`config.mk`:
```
export PLATFORM = sky130hd
export DESIGN_NAME = register_file
export DESIGN_NICKNAME = d
export VERILOG_FILES = /design/src/rtl/register_file.sv
export SDC_FILE = /design/constraint.sdc
export NUM_CORES = 2
export LEC_CHECK = 0
export CAP_MARGIN = 25
export CORE_MARGIN = 8
export CORE_UTILIZATION = 30
export DETAILED_ROUTE_END_ITERATION = 8
export GPL_TIMING_DRIVEN = 0
export MAX_ROUTING_LAYER = met4
export PLACE_DENSITY = 0.52
export SLEW_MARGIN = 20
export SYNTH_ARGS = -nofsm -noshare
export SYNTH_HDL_FRONTEND = slang
export SYNTH_SLANG_ARGS = --single-unit
export TNS_END_PERCENT = 30
```
`constraint.sdc`:
```
create_clock -name clk -period 6 [get_ports clk]
set_input_delay 1.5 -clock clk [delete_from_list [all_inputs] [get_ports clk]]
set_output_delay 1.5 -clock clk [all_outputs]
set_load 0.02 [all_outputs]
```
`src/rtl/register_file.sv`:
```
// Two-read, one-write integer register file with write-through bypass,
// a shift-amount tap on port 2 and an unbypassed debug read port.
module register_file #(
    parameter int DATA_W   = 32,
    parameter int NUM_REGS = 32
) (
    input  logic              clk,
    input  logic              rst_n,
    input  logic [4:0]        rs1_addr,
    input  logic [4:0]        rs2_addr,
    input  logic              rd_wren,
    input  logic [4:0]        rd_addr,
    input  logic [DATA_W-1:0] rd_data,
    output logic [DATA_W-1:0] rs1_data,
    output logic [DATA_W-1:0] rs2_data,
    output logic [4:0]        rs2_shamt,
    input  logic [4:0]        dbg_addr,
    output logic [DATA_W-1:0] dbg_data
);

    logic [DATA_W-1:0] regs [NUM_REGS];
    logic              wr_en;
    logic              byp_en;

    assign wr_en  = rd_wren && (rd_addr != 5'd0);
    assign byp_en = rst_n && wr_en;

    always_ff @(posedge clk) begin
        if (!rst_n) begin
            for (int i = 0; i < NUM_REGS; i++) begin
                regs[i] <= '0;
            end
        end else if (wr_en) begin
            regs[rd_addr] <= rd_data;
        end
    end

    // x0 is forced to zero at the read mux; its flop is never consulted
    always_comb begin
        rs1_data = regs[rs1_addr];
        if (rs1_addr == 5'd0) begin
            rs1_data = '0;
        end else if (byp_en && (rs1_addr == rd_addr)) begin
            rs1_data = rd_data;
        end
    end

    always_comb begin
        rs2_data = regs[rs2_addr];
        if (rs2_addr == 5'd0) begin
            rs2_data = '0;
        end else if (byp_en && (rs2_addr == rd_addr)) begin
            rs2_data = rd_data;
        end
    end

    assign rs2_shamt = rs2_data[4:0];
    assign dbg_data  = (dbg_addr == 5'd0) ? '0 : regs[dbg_addr];

endmodule
```
==> results.txt <==
The average instance in the mapped netlist occupies 14.0 um^2. Registers take 0.0307 mm^2. OpenSTA, run right after detailed placement, puts the worst setup slack at -1420 ps. The via count of the routed design is 49698, and the clock-pin transition on the worst setup and hold timing paths is 50 ps. The wire length reported by the detailed router is 330000 um, and the worst max-slew margin expressed relative to the limit is 17.0%.

Tracing the worst setup path back leads to its startpoint at dbg_addr[3]. Synthesis produced a netlist whose cell count is 4529. The global router's overall resource usage was 29.0%. The region available for standard cell placement spans 0.210 mm^2. The final setup slack of the worst path was -134 ps; the number of pins exceeding their max-slew limit in the final report was 0. STA classifies the critical path startpoint as an input pin. The tools report the number of design-rule violations left by the first detailed-router iteration as 8725. Maximum net fanout on the critical path: 10. Maximum clock frequency: 163 MHz. The run gives 48.5% as the sequential cell area fraction in the yosys report. Number of storage elements in the synthesis netlist: 1024. Multi-input gate area in the final layout: 0.0310 mm^2.

Combinational logic is responsible for 19.1% of the overall power. The final layout net count was 5015. The critical path data arrival time was 4630 ps; the period utilization was 102%. The critical path ends at dbg_data[30].

The tools report the first-pass GRT wire length as 430000 um. In the final layout, the registers with the most flip-flops are regs: 1024 flops. The via-per-instance ratio is 6.30, and the growth of design area from synthesis to finish is 20.9%. The filler cells instantiated in the layout total 20162. The worst setup path is of the input pin to primary output kind.

The setup TNS after final layout was -1150 ps. The cell type with the largest total area after synthesis was edfxtp_1. During I/O placement, the number of pins put on the boundary was 156. Setup violations remaining at the end of the flow were counted as 31. Cells with a size suffix above 1 make up 26.4% of the layout. The design draws 20.6 mW. Antenna violation net count after detailed routing: 0. The sum of net half-perimeters after detailed placement was 244000 um. The tools report the number of endpoints with negative hold slack in the final report as 0. The worst setup path is captured at a primary output.

The transition time at the pin with the least slew margin was 1240 ps. The smallest clock period supported by the final layout is computed as 6130 ps. Of the post-synthesis cell area, the dominant cell type holds 48.5%. The worst hold path startpoint was rst_n. The tree built by TritonCTS fans out to 1024 sinks.

The register with the most flip-flops in the layout has 1024 of them. TritonCTS built the clock tree. In the post-synthesis netlist, the biggest area contributors are edfxtp_1 48%, mux4_2 23%, and2_1 9.8%. Summing every instance area after synthesis gives 0.0634 mm^2. The die is 476 um wide. For this run, the number of standard cells in the final layout without fillers is 7888. For the maximum number of pins on one net before global-route repair, the log shows 18. regs holds more flip-flops than any other register. The die is 476 um tall. The count of input and output buffers is 143, and the worst supply voltage drop on vdd is 0.314 mV. For the initial antenna violation count, the log shows 28.

The H-tree depth reported by CTS is 4. The leakage power came out at 26.7 nW. The run gives 47235 as the number of global-route vias before repair. Max-cap violations in this run came to 0. The DRC violations left is 2.

After global routing the overflow that remains totals 0. Share of power burned in the clock network: 39.2%. The tools report the area enclosed by the die boundary as 0.226 mm^2. The final reports fail on design-rule violations, negative setup slack.

Counting the buffers created by CTS gives 131. The logs give 40 for the number of distinct library cell variants in the gate-level netlist after synthesis and 14.5 mW for the internal power of the cells. For this design the total switching power over the nets is 6.08 mW. After clock tree synthesis, the flow added hold-fix buffers numbering 0. Once placement completed, the tool counted placed cells totaling 7620. Setup repair after global routing could not meet its margin everywhere. Class of the worst hold path: input pin to flip-flop. After floorplanning, the core was divided into 168 placement rows.

Across all hold checks on the routed design, the worst slack comes to 1590 ps. Before antenna repair, the detailed router went through 8 iterations. For the worst setup path, the data required time is 4500 ps. Dividing the detail-routed wire length by the instance count gives 41.8 um. Routability-driven placement finished with a final weighted congestion of 1.03. The tree is rooted in a clkbuf_16.

Power spread over the standard cell area amounts to 268 mW/mm^2. The run finished, with violations left. Counting along the longest clock path gives a buffer depth of 3. In this run switching power makes up 29.5% of total power.

For this configuration, the core starts out at a cell density of 30.2%. The logs give 0 for the number of warnings printed during yosys synthesis and 41.6% for the sequential cell fraction of total power.
-- power groups by stage --
stage	logic, mW	clock network [mW]	registers [mW]
2_1_floorplan	1.97	0	8.62
3_3_place_gp	3.53	0	8.76
3_5_place_dp	3.74	0	8.70
4_1_cts	3.81	8.05	8.55
5_1_grt	3.96	8.28	8.61
6_report	3.94	8.08	8.57
-- metal layers --
metal  track usage, %  vias up  part of all wire, %
met4             15.7        0                  6.8
met2             41.7     4237                   43
met1             36.2    25839                   38
li1                 -    18633                    -
met5                -        -                    0
met3             9.62      989                   13
-- cells in the final DEF, fill, tap and decap left out, types with 39 or more instances in the layout --
master	synthesis	final
nand2_1	39	39
buf_16	0	61
clkbuf_4	0	54
and2_1	992	992
buf_4	6	53
clkdlybuf4s50_1	0	121
clkbuf_16	0	134
o31a_1	60	60
clkbuf_2	0	89
o211ai_1	62	62
a22oi_1	310	298
mux2i_1	404	404
edfxtp_1	1024	1024
buf_6	12	72
a21oi_1	188	184
nor2_1	133	131
buf_2	112	54
clkbuf_1	366	225
mux4_2	638	638
-- worst min-delay path by stage --
stage / cells past startpoint / slack [ps] / to
after floorplan: 1 / 1700 / regs[1][31]
after global placement: 2 / 2350 / regs[6][10]
after detailed placement: 2 / 2370 / regs[6][10]
after CTS: 4 / 1520 / regs[1][2]
after global routing: 4 / 1560 / regs[1][2]
final: 2 / 1590 / regs[14][29]
-- what timing repair did --
action	4_1_cts	5_1_grt
pin swaps	4	0
endpoints found under the setup margin	101	58
gates cloned	0	0
resized for setup	369	61
buffers inserted	5	0
-- stage by stage --
stage	instance area [um^2]	util, %
final	76700	36.6
after global routing	76700	36.5
after CTS	76400	36.4
after detailed placement	71300	34.0
after global placement	68500	32.6
after floorplan	63500	-
-- worst max-delay path: stages --
cell and delay [ps]:
clkdlybuf4s50_1 750, clkbuf_8 350, clkbuf_1 320, buf_6 260, mux4_2 220, inv_1 40, o21ai_0 440, clkdlybuf4s50_1 710
-- cells by family (layout without fill, tap and decap cells) --
logic type	after synthesis	count (layout)	share of synthesized area (%)
compound gates	689	689	7.32
xor+xnor	10	10	0.138
buf+inv	557	1053	3.70
flops	1024	1024	48.5
mux	1042	1042	29.0
other cells	1	59	0.00591
simple gates	1206	1206	11.3
-- cell usage after synthesis (all sizes together) --
cell type     n
nor3          2
xnor2         6
nand3b        7
a21oi       188
o211ai       62
o21a          2
o31a         62
clkbuf      366
edfxtp     1024
o41ai         1
xor2          4
nor4          2
and2        996
nand2        39
and4          2
or3           2
or3b          2
mux2i       404
nor2b         8
mux4        638
nor4b         2
buf         157
and3b         2
nand4b        1
nand4         1
o311ai        1
conb          1
inv          34
a22oi       310
nor3b         2
o21ai        63
nor2        133
nand3         5
-- area by class of cell --
cell class / instances / share of cell area [%]
inverters: 34 / 0.170
clock buffers: 159 / 4.49
flip-flops and latches: 1024 / 40.1
clock inverters: 70 / 0.964
repair buffers: 268 / 5.19
well taps: 2805 / 4.58
diodes: 27 / 0.0881
multi-input cells: 2979 / 40.4
plain buffers: 522 / 4.03
Power figures use the tool's default switching activity.
